## config.mk

```make
export PLATFORM = sky130hd
export DESIGN_NAME = fifo_stream_reader
export DESIGN_NICKNAME = d
export VERILOG_FILES = /design/src/rtl/fifo_stream_pkg.sv /design/src/rtl/fifo_stream_skid.sv /design/src/rtl/fifo_stream_reader.sv
export SDC_FILE = /design/constraint.sdc
export NUM_CORES = 1
export LEC_CHECK = 0
export CORE_ASPECT_RATIO = 1.25
export CORE_MARGIN = 10
export CORE_UTILIZATION = 52
export DETAILED_ROUTE_END_ITERATION = 6
export HOLD_SLACK_MARGIN = 0.02
export MAX_ROUTING_LAYER = met4
export PLACE_DENSITY = 0.9
export SKIP_CTS_REPAIR_TIMING = 1
export SLEW_MARGIN = 20
export SYNTH_ARGS = -nofsm -noshare
export SYNTH_HDL_FRONTEND = slang
export SYNTH_SLANG_ARGS = --single-unit
```

## constraint.sdc

```tcl
create_clock -name clk_i -period 4.74 [get_ports clk_i]
set_input_delay 0.948 -clock clk_i [delete_from_list [all_inputs] [get_ports clk_i]]
set_output_delay 0.948 -clock clk_i [all_outputs]
set_load 0.01 [all_outputs]
```

## src/rtl/fifo_stream_pkg.sv

```systemverilog
// Shared types and sizing helpers for the show-ahead FIFO stream reader.
package fifo_stream_pkg;

  // Output buffer occupancy; 2-bit encoding, three legal values.
  typedef enum logic [1:0] {
    OCC_0 = 2'd0,
    OCC_1 = 2'd1,
    OCC_2 = 2'd2
  } occ_t;

  // Beat counter width: enough for 0..pkt_len-1, never narrower than one bit.
  function automatic int bcnt_w(input int pkt_len);
    return ($clog2(pkt_len) < 1) ? 1 : $clog2(pkt_len);
  endfunction

endpackage

```

## src/rtl/fifo_stream_skid.sv

```systemverilog
// Two-entry registered output buffer; the head entry is always the oldest word.
module fifo_stream_skid
  import fifo_stream_pkg::*;
#(
  parameter int DWIDTH = 32
) (
  input  logic              clk,
  input  logic              rst_n,
  input  logic              push,
  input  logic [DWIDTH-1:0] push_data,
  input  logic              pop,
  output logic [DWIDTH-1:0] head_data,
  output logic              head_valid,
  output occ_t              occ
);

  occ_t              occ_q, occ_d;
  logic [DWIDTH-1:0] head_q, head_d;
  logic [DWIDTH-1:0] tail_q, tail_d;

  // NOTE: both data entries are reset as well, so data_o reads zero after reset
  // instead of stale words; the cost is two DWIDTH-wide reset fan-outs.
  always_ff @(posedge clk) begin
    if (!rst_n) begin
      occ_q  <= OCC_0;
      head_q <= '0;
      tail_q <= '0;
    end else begin
      occ_q  <= occ_d;
      head_q <= head_d;
      tail_q <= tail_d;
    end
  end

  // NOTE: every signal gets its hold value first, so no path leaves one
  // unassigned (no latch); blocking '=' is correct inside always_comb.
  always_comb begin
    occ_d  = occ_q;
    head_d = head_q;
    tail_d = tail_q;
    case (occ_q)
      OCC_0: begin
        if (push) begin
          head_d = push_data;
          occ_d  = OCC_1;
        end
      end
      OCC_1: begin
        if (push && pop) begin
          head_d = push_data;
        end else if (push) begin
          tail_d = push_data;
          occ_d  = OCC_2;
        end else if (pop) begin
          occ_d = OCC_0;
        end
      end
      OCC_2: begin
        // push is never asserted here; the reader gates it on occupancy
        if (pop) begin
          head_d = tail_q;
          occ_d  = OCC_1;
        end
      end
      default: occ_d = OCC_0;
    endcase
  end

  assign head_data  = head_q;
  assign head_valid = (occ_q != OCC_0);
  assign occ        = occ_q;

endmodule

```

## src/rtl/fifo_stream_reader.sv

```systemverilog
// Drains a show-ahead FIFO into a valid/ready stream framed into fixed-length
// packets; the pop request depends only on registered state and FIFO flags.
module fifo_stream_reader
  import fifo_stream_pkg::*;
#(
  parameter int DWIDTH  = 32,
  parameter int PKT_LEN = 8,
  parameter int CNT_W   = 16
) (
  input  logic              clk_i,
  input  logic              srst_i,
  input  logic              en_i,
  input  logic [DWIDTH-1:0] fifo_q_i,
  input  logic              fifo_empty_i,
  output logic              fifo_rdreq_o,
  output logic [DWIDTH-1:0] data_o,
  output logic              valid_o,
  input  logic              ready_i,
  output logic              sop_o,
  output logic              eop_o,
  output logic [CNT_W-1:0]  pkt_cnt_o
);

  localparam int            BW        = bcnt_w(PKT_LEN);
  localparam logic [BW-1:0] BCNT_LAST = BW'(PKT_LEN - 1);

  occ_t          occ;
  logic          pop;
  logic [BW-1:0] bcnt;

  assign fifo_rdreq_o = srst_i & en_i & ~fifo_empty_i & (occ != OCC_2);
  assign pop          = valid_o & ready_i;

  fifo_stream_skid #(
    .DWIDTH(DWIDTH)
  ) u_skid (
    .clk       (clk_i),
    .rst_n     (srst_i),
    .push      (fifo_rdreq_o),
    .push_data (fifo_q_i),
    .pop       (pop),
    .head_data (data_o),
    .head_valid(valid_o),
    .occ       (occ)
  );

  // Framing flags are forced low while reset is applied.
  assign sop_o = srst_i & valid_o & (bcnt == '0);
  assign eop_o = srst_i & valid_o & (bcnt == BCNT_LAST);

  always_ff @(posedge clk_i) begin
    if (!srst_i) begin
      bcnt      <= '0;
      pkt_cnt_o <= '0;
    end else if (pop) begin
      bcnt <= (bcnt == BCNT_LAST) ? '0 : bcnt + BW'(1);
      if (eop_o) pkt_cnt_o <= pkt_cnt_o + CNT_W'(1);
    end
  end

endmodule

```

==> metrics, run 1 <==
critical path data required time=roughly 3800 ps; hold violation total from the final report=0; most common cell after layout, fill and taps aside=clkdlybuf4s50_1; post-layout net count=between 400 and 500; share of cell area taken by muxes after synthesis=0.01142; layout cell share with drive strength beyond 1=0.1344; Hold Path Origin=u_skid.tail_q[15]$_SDFFE_PN0P_; Setup Skew=approximately 10 ps; TritonCTS clock tree=done; max-cap violation count=0; run status=complete, no violations; Vias per Instance=roughly 5.7; number of fillers in the final layout=477; syn nets=416; synthesized instance count=around 380; setup slack, reg-to-reg=between 2000 and 3000 ps; startpoint of the worst-slack reg-to-reg timing path=bcnt[0]$_SDFFE_PN0P_; worst relative slew slack=0.5498; Inserted Diodes=0; overall via count from detail_route=3091; footprint of the flip-flops and latches=about 0.0017 mm²; number of global-route vias before repair=3007; cell area after synthesis=about 0.0035 mm²; count of final max-slew check failures=0; x dimension of the die=93.44 µm; FF-to-FF End=pkt_cnt_o[15]$_SDFFE_PN0P_; clock latency on the worst-skew pair=350 ps; part of the cycle the worst path needs=0.7941; Iteration-0 DRC Markers=around 190; count of different cell masters after synthesis=42; number of remaining DRC errors=0; height of the die=111.8 µm; crit start category=input port; highest-count cells in the layout ignoring fill and taps=clkdlybuf4s50_1, dfxtp_1, nand2_1, a21oi_1, o21a_1; placeable core region=0.006565 mm²; number of detailed-route iterations in the first pass=6; number of port buffers=88; largest net degree at the start of global routing=52; power per standard cell area=approximately 320 mW/mm²; global-route wire length before repair=around 15000 µm; Post-Synth Adder-Cell Area=0.01428; effective utilization at floorplan=0.5340; wire length after detailed routing=between 9000 and 10000 µm; post-synthesis xor/xnor area fraction=0.01999; Post-DRT Antenna Nets=0; maximum vdd drop=0.0002172 V; total setup violations reported at the end of the flow=0; number of warning messages in the yosys log=0; fraction of the yosys area taken by sequential cells=0.4854; tightest hold margin=between 400 and 500 ps; Fmax achieved=around 270 MHz; number of flops mapped to enable cells by yosys=0; simple-gate area share of the yosys netlist=0.1631; fraction of synthesis flops using an asynchronous set or reset pin=0; crit path launch=srst_i; classification of the worst-slack hold path=register to register; Clock transition at path regs=roughly 80 ps; number of buffers created by CTS=9; synthesized area per cell=between 9 and 10 µm²; clock root buffer=clkbuf_8; antenna violations before repair=0; post-synthesis compound-gate area fraction=0.2620; Syn-to-layout area delta=32.01%; reported leakage power=between 1.5 and 2 nW; capture point of the critical path=fifo_rdreq_o; leftover overflow at the end of global routing=0; flip-flop and latch count after synthesis=85; RSZ-0062 raised after global routing=false; depth of the worst register-to-register path=6; top flip-flop cell by instance count after synthesis=dfxtp_1; Top Ports=between 80 and 90; kind of end point of the critical path=output port; maximum root-to-sink buffer count=2; minimum clock period after layout=~3800 ps; Worst Path Arrival=between 2000 and 3000 ps; Sinks on Clock Net=85; Crit Path Category=input port to output port; largest fanout on the critical path=40; CTS H-tree lvls=3; multi-input combinational cell area=~0.0017 mm²; mean routed wirelength per cell=16.88 µm; GRT Resource Usage Total=0.1761; gpl congestion=a little under 0.8; sum of negative setup slack=0 ps; transition time at the pin with the least slew margin=675.3 ps; Die Outline Area=approximately 0.010 mm²; combinational family with the most area after synthesis=compound AO/OA/AOI/OAI gates; placement row count=33; HPWL Detailed=roughly 6300 µm
-- cells by family after synthesis --
family,count (synthesis)
flops,85
buf+inv,33
fa+ha+maj,4
mux,4
simple gates,124
compound gates,117
xor+xnor,8
-- synthesized netlist by cell type, types with 3 or more instances --
master	instances	area [µm²]
o31ai_1	5	37.54
o221a_1	4	45.04
clkbuf_1	16	60.06
o221a_2	28	315.3
nand2_1	77	289.0
or4_1	5	37.54
inv_1	3	11.26
buf_4	3	22.52
nand3_1	5	25.02
a21oi_1	41	205.2
mux2i_1	4	40.04
nor3_1	3	15.01
xor2_1	4	35.03
o21a_1	33	247.7
xnor2_1	4	35.03
nor2_1	14	52.55
buf_2	9	45.04
dfxtp_1	85	1702
ha_1	4	50.05
-- routing by layer --
| layer | track usage | part of all wire | vias to the layer above |
|---|---|---|---|
| met4 | 0.07629 | 0.019 | 0 |
| li1 | - | - | 1485 |
| met3 | 0.04234 | 0.072 | 17 |
| met1 | 0.2134 | 0.43 | 1456 |
| met5 | - | 0 | - |
| met2 | 0.2702 | 0.48 | 133 |
-- area by class of cell --
class                   count  area share
clock buffers              10     0.02974
clock inverters             6     0.02001
inverters                   4    0.003244
multi-input cells         257      0.3590
flip-flops and latches     85      0.3677
well taps                  87     0.02352
repair buffers             92      0.1968
-- state kept, by name, indices dropped and copies added (netlist names) --
signal            flops
bcnt                  3
u_skid.occ            2
u_skid.tail_q        32
pkt_cnt_o            16
u_skid.head_data     32
-- worst max-delay path: stages --
cell             delay (ps)
clkdlybuf4s50_1         450
buf_4                   390
clkinv_1                170
nor3_1                  270
clkdlybuf4s50_1         580
-- report_power, final --
part / switching [mW] / internal, mW / total [mW]
registers: 0.0143 / 0.737 / 0.751
clock network: 0.261 / 0.316 / 0.577
logic: 0.0706 / 0.0984 / 0.169
-- metrics by stage --
step	setup WS [ps]	instance area, µm²	util	power, mW	instances
floorplan	2034	3506	-	0.8436	375
global placement	1070	4390	0.6688	0.9328	525
detailed placement	994.1	4393	0.6691	0.9375	525
CTS	978.3	4623	0.7042	1.510	541
global route	862.5	4628	0.7050	1.552	541
finish	976.0	4628	0.7050	1.497	541
-- worst min path at each step --
stage	end	depth (start not counted)
final	u_skid.tail_q[15]$_SDFFE_PN0P_	2
after floorplan	u_skid.tail_q[0]$_SDFFE_PN0P_	2
after global placement	u_skid.tail_q[20]$_SDFFE_PN0P_	2
after CTS	u_skid.tail_q[15]$_SDFFE_PN0P_	2
after global routing	u_skid.tail_q[14]$_SDFFE_PN0P_	2
after detailed placement	u_skid.tail_q[15]$_SDFFE_PN0P_	2
Note: power is estimated with default switching activity, not from simulation.
==> run 2, diff against run 1 <==
--- a/config.mk
+++ b/config.mk
@@ -7,11 +7,11 @@
 export LEC_CHECK = 0
 export CORE_ASPECT_RATIO = 1.25
 export CORE_MARGIN = 10
-export CORE_UTILIZATION = 52
+export CORE_UTILIZATION = 49
 export DETAILED_ROUTE_END_ITERATION = 6
 export HOLD_SLACK_MARGIN = 0.02
 export MAX_ROUTING_LAYER = met4
-export PLACE_DENSITY = 0.9
+export PLACE_DENSITY = 0.86
 export SKIP_CTS_REPAIR_TIMING = 1
 export SLEW_MARGIN = 20
 export SYNTH_ARGS = -nofsm -noshare
==> constraint.sdc (replaced) <==
create_clock -name clk_i -period 3.7 [get_ports clk_i]
set_input_delay 0.74 -clock clk_i [delete_from_list [all_inputs] [get_ports clk_i]]
set_output_delay 0.74 -clock clk_i [all_outputs]
set_load 0.01 [all_outputs]
==> run 2 against run 1 <==
  * Global-route usage fell by 0.98 points
  * Core utilization shrank 4.4 points
  * Routed wire length down 3.9%
  * Clock power rose by 3%
  * Clock skew shrank 2.9 ps
  * Cell area is 0.38% lower
==> metrics, run 2 (synthesis gave the netlist of run 1 again) <==
run status=complete, no violations; Die Outline Area=0.01096 mm²; Vias per Instance=about 5.5; clock latency on the worst-skew pair=between 300 and 400 ps; Hold Path Origin=u_skid.tail_q[1]$_SDFFE_PN0P_; hold violation total from the final report=0; Clock transition at path regs=around 70 ps; number of buffer and inverter instances along the worst setup path=3; largest fanout on the critical path=15; startpoint of the worst-slack reg-to-reg timing path=bcnt[0]$_SDFFE_PN0P_; Syn-to-layout area delta=31.51%; x dimension of the die=95.66 µm; Post-DRT Antenna Nets=0; post-layout net count=495; reported leakage power=approximately 1.6 nW; Setup Skew=~7.1 ps; TritonCTS clock tree=done; transition time at the pin with the least slew margin=544.6 ps; count of final max-slew check failures=0; sum of negative setup slack=0 ps; Crit Path Category=input port to output port; placement row count=34; maximum vdd drop=between 0.0002 and 0.00025 V; total setup violations reported at the end of the flow=0; Max stage delay cell, worst path=clkdlybuf4s50_1; classification of the worst-slack hold path=register to register; antenna violations before repair=0; Fmax achieved=about 330 MHz; Iteration-0 DRC Markers=about 120; number of buffers created by CTS=9; global-route wire length before repair=14460 µm; number of port buffers=88; placeable core region=0.006977 mm²; wire length after detailed routing=about 8800 µm; number of detailed-route iterations in the first pass=4; Slowest Stage Delay on Critical Path=between 500 and 600 ps; Sinks on Clock Net=85; GRT Resource Usage Total=0.1663; overall via count from detail_route=3000; critical path data required time=a little under 3000 ps; minimum clock period after layout=between 3000 and 4000 ps; number of global-route vias before repair=approximately 3000; crit start category=input port; mean routed wirelength per cell=around 16 µm; max-cap violation count=0; Top Ports=between 80 and 90; worst relative slew slack=0.6361; most common cell after layout, fill and taps aside=clkdlybuf4s50_1; layout cell share with drive strength beyond 1=0.1329; part of the cycle the worst path needs=0.8120; cell class contributing the biggest share of worst-path delay=buffers and inverters; RSZ-0062 raised after global routing=false; number of remaining DRC errors=0; most frequent cell on the critical path=clkdlybuf4s50_1; effective utilization at floorplan=0.5025; maximum root-to-sink buffer count=2; highest-count cells in the layout ignoring fill and taps=clkdlybuf4s50_1, dfxtp_1, nand2_1, a21oi_1, o21a_1; Design Power=~1.8 mW; largest net degree at the start of global routing=52; height of the die=114.6 µm; clock root buffer=clkbuf_8; leftover overflow at the end of global routing=0; worst path cell trace=clkdlybuf4s50_1 -> buf_4 -> and4b_1 -> clkdlybuf4s50_1; power per standard cell area=383.9 mW/mm²; HPWL Detailed=around 6300 µm; Inserted Diodes=0; gpl congestion=between 0.7 and 0.8; Worst Path Arrival=approximately 2300 ps; kind of end point of the critical path=output port; CTS H-tree lvls=3; crit path launch=srst_i
-- run 2: worst reg2reg max path: stages (launching register included) --
cell and delay, ps:
dfxtp_1 370, ha_1 160, ha_1 240, o2111ai_4 180, or2_4 320, or4_1 500, a21oi_1 140
-- run 2: stage by stage --
step	std cells	hold slack (ps)	cell area [µm²]	utilization	setup slack, ps
final	549	458.4	4611	0.6609	695.6
after global routing	549	474.4	4611	0.6609	629.6
after global placement	533	441.5	4432	0.6352	720.5
after floorplan	375	436.3	3506	-	1410
after detailed placement	533	449.5	4432	0.6352	703.6
after CTS	549	460.6	4611	0.6609	693.4
-- run 2: per-layer routing --
metal,part of all wire,wire (µm),GRT usage,up-vias
li1,-,-,-,1494
met1,0.41,3585,0.1806,1428
met2,0.51,4522,0.2837,71
met3,0.065,572,0.04199,7
met4,0.011,100,0.06108,0
met5,0,0,-,-
-- run 2: final timing paths --
path	to	slack (ps)	cells past startpoint
setup / recovery	sop_o	700	4
hold reg to reg	u_skid.tail_q[1]$_SDFFE_PN0P_	460	2
hold / removal	u_skid.tail_q[1]$_SDFFE_PN0P_	460	2
setup reg to reg	pkt_cnt_o[13]$_SDFFE_PN0P_	1710	6
-- run 2: area by class of cell --
type / count / area (µm²)
Timing Repair Buffer: 97 / 948.4
Inverter: 4 / 15.01
Sequential cell: 85 / 1702
Multi-Input combinational cell: 257 / 1654
Clock buffer: 13 / 158.9
Clock inverter: 3 / 20.02
Fill cell: 565 / 2366
Tap cell: 90 / 112.6
-- run 2: power breakdown --
part	internal (mW)	leakage (nW)	switching, mW
logic	0.128	0.852	0.0875
registers	0.944	0.690	0.0182
clock network	0.280	0.0857	0.311
==> run 3, diff against run 2 <==
==> constraint.sdc (replaced) <==
create_clock -name clk_i -period 2.9 [get_ports clk_i]
set_input_delay 0.58 -clock clk_i [delete_from_list [all_inputs] [get_ports clk_i]]
set_output_delay 0.58 -clock clk_i [all_outputs]
set_load 0.01 [all_outputs]
==> run 3 against run 2 <==
  * Routed wire length is 1.9% higher
  * First-iteration DRC count is 14% lower
  * Sequential cell count stayed put
  * Core utilization is 1.1 points higher
  * Global-route usage is 0.11 points higher
  * Via count is 3.2% higher
  * Sequential share of layout area is 0.59 points lower
  * Sequential power is 28% higher
  * Total power is 35% higher
  * Cell area is 1.6% higher
  * Clock skew is 1.9 ps higher
  * Largest cell class unchanged
  * Largest power group unchanged
==> metrics, run 3 (synthesis gave the netlist of run 1 again) <==
run status=complete, no violations; highest-count cells in the layout ignoring fill and taps=clkdlybuf4s50_1, dfxtp_1, nand2_1, a21oi_1, o21a_1; largest net degree at the start of global routing=52; number of detailed-route iterations in the first pass=4; maximum vdd drop=roughly 0.00026 V; transition time at the pin with the least slew margin=564.3 ps; Syn-to-layout area delta=33.65%; maximum root-to-sink buffer count=2; classification of the worst-slack hold path=register to register; kind of end point of the critical path=output port; Fmax achieved=around 370 MHz; clock root buffer=clkbuf_8; clock latency on the worst-skew pair=340 ps; GRT Resource Usage Total=0.1674; effective utilization at floorplan=0.5025; switching portion of total power=0.2363; Max stage delay cell, worst path=clkdlybuf4s50_1; HPWL Detailed=~6400 µm; crit start category=input port; worst path cell trace=clkdlybuf4s50_1 -> clkinv_1 -> nor3_1 -> clkdlybuf4s50_1; reported leakage power=1.672 nW; placement row count=34; fin area=around 0.0047 mm²; Crit Path Category=input port to output port; wire length after detailed routing=about 9000 µm; Iteration-0 DRC Markers=100; mean routed wirelength per cell=approximately 16 µm; Inserted Diodes=0; number of remaining DRC errors=0; number of buffers created by CTS=9; part of the cycle the worst path needs=0.9238; internal power=1.827 mW; Sinks on Clock Net=85; height of the die=between 100 and 150 µm; global-route wire length before repair=14310 µm; Core Util, Final=0.6716; leftover overflow at the end of global routing=0; share of total power in the clock network=0.370; Clock transition at path regs=about 90 ps; Top Ports=89; max-cap violation count=0; sum of negative setup slack=0 ps; number of fillers in the final layout=between 500 and 600; footprint of the flip-flops and latches=~0.0017 mm²; overall via count from detail_route=between 3000 and 4000; critical path data required time=2320 ps; largest fanout on the critical path=6; x dimension of the die=95.66 µm; slack of the critical path=around 220 ps; worst slack at placement=approximately 210 ps; power per standard cell area=510.6 mW/mm²; tightest hold margin=456.8 ps; number of buffer and inverter instances along the worst setup path=3; most common cell after layout, fill and taps aside=clkdlybuf4s50_1; post-layout net count=approximately 500; Setup Skew=9.047 ps; CTS H-tree lvls=3; most frequent cell on the critical path=clkdlybuf4s50_1; multi-input combinational cell area=approximately 0.0017 mm²; Vias per Instance=5.611; total setup violations reported at the end of the flow=0; gpl congestion=0.7486; number of port buffers=~90; minimum clock period after layout=between 2000 and 3000 ps; Post-DRT Antenna Nets=0; count of final max-slew check failures=0; sequential cell fraction of total power=0.513; hold violation total from the final report=0; Cell Area, Placed=0.004467 mm²; layout cell share with drive strength beyond 1=0.1429; Slowest Stage Delay on Critical Path=approximately 630 ps; worst relative slew slack=0.6238; Worst Path Arrival=2100 ps; switching component of the power=~0.57 mW; Logic pwr share=0.117; number of global-route vias before repair=around 3100; Die Outline Area=about 0.011 mm²; cell class contributing the biggest share of worst-path delay=buffers and inverters; TritonCTS clock tree=done; placeable core region=between 0.006 and 0.007 mm²; RSZ-0062 raised after global routing=false; antenna violations before repair=0
[run 3: worst reg2reg max path, delay by kind of cell (launching register included)]
kind | cells | cell delay (ps)
flops | 1 | 380
compound gates | 2 | 330
fa+ha+maj | 2 | 430
simple gates | 2 | 830
[run 3: metal layers]
layer / routed length, µm / up-vias / track usage / share of wire
met2: 4553 / 76 / 0.2851 / 0.51
met1: 3649 / 1500 / 0.1741 / 0.41
li1: - / 1509 / - / -
met4: 141 / 0 / 0.06502 / 0.016
met3: 607 / 12 / 0.05381 / 0.068
met5: 0 / - / - / 0
[run 3: power by group through the flow]
stage	registers [mW]	clock network (mW)	logic (mW)
global placement	1.25	0	0.277
detailed placement	1.26	0	0.282
global route	1.23	0.943	0.299
finish	1.23	0.885	0.279
floorplan	1.27	0	0.113
CTS	1.23	0.909	0.283
[run 3: area by class of cell]
| type | count | area share |
|---|---|---|
| flip-flops and latches | 85 | 0.3632 |
| multi-input cells | 257 | 0.3530 |
| repair buffers | 100 | 0.2099 |
| clock buffers | 11 | 0.03231 |
| well taps | 90 | 0.02403 |
| clock inverters | 5 | 0.01442 |
| inverters | 4 | 0.003204 |
[run 3: metrics by stage]
step	std cells	power, mW
floorplan	375	1.379
global placement	536	1.532
detailed placement	536	1.539
CTS	552	2.421
global route	552	2.475
finish	552	2.393
[run 3: worst paths after layout]
path | start | end | slack (ps) | depth (start not counted)
max | srst_i | fifo_rdreq_o | 220 | 4
min | u_skid.tail_q[14]$_SDFFE_PN0P_ | u_skid.tail_q[14]$_SDFFE_PN0P_ | 460 | 2
max reg2reg | bcnt[0]$_SDFFE_PN0P_ | pkt_cnt_o[15]$_SDFFE_PN0P_ | 860 | 6
min reg2reg | u_skid.tail_q[14]$_SDFFE_PN0P_ | u_skid.tail_q[14]$_SDFFE_PN0P_ | 460 | 2
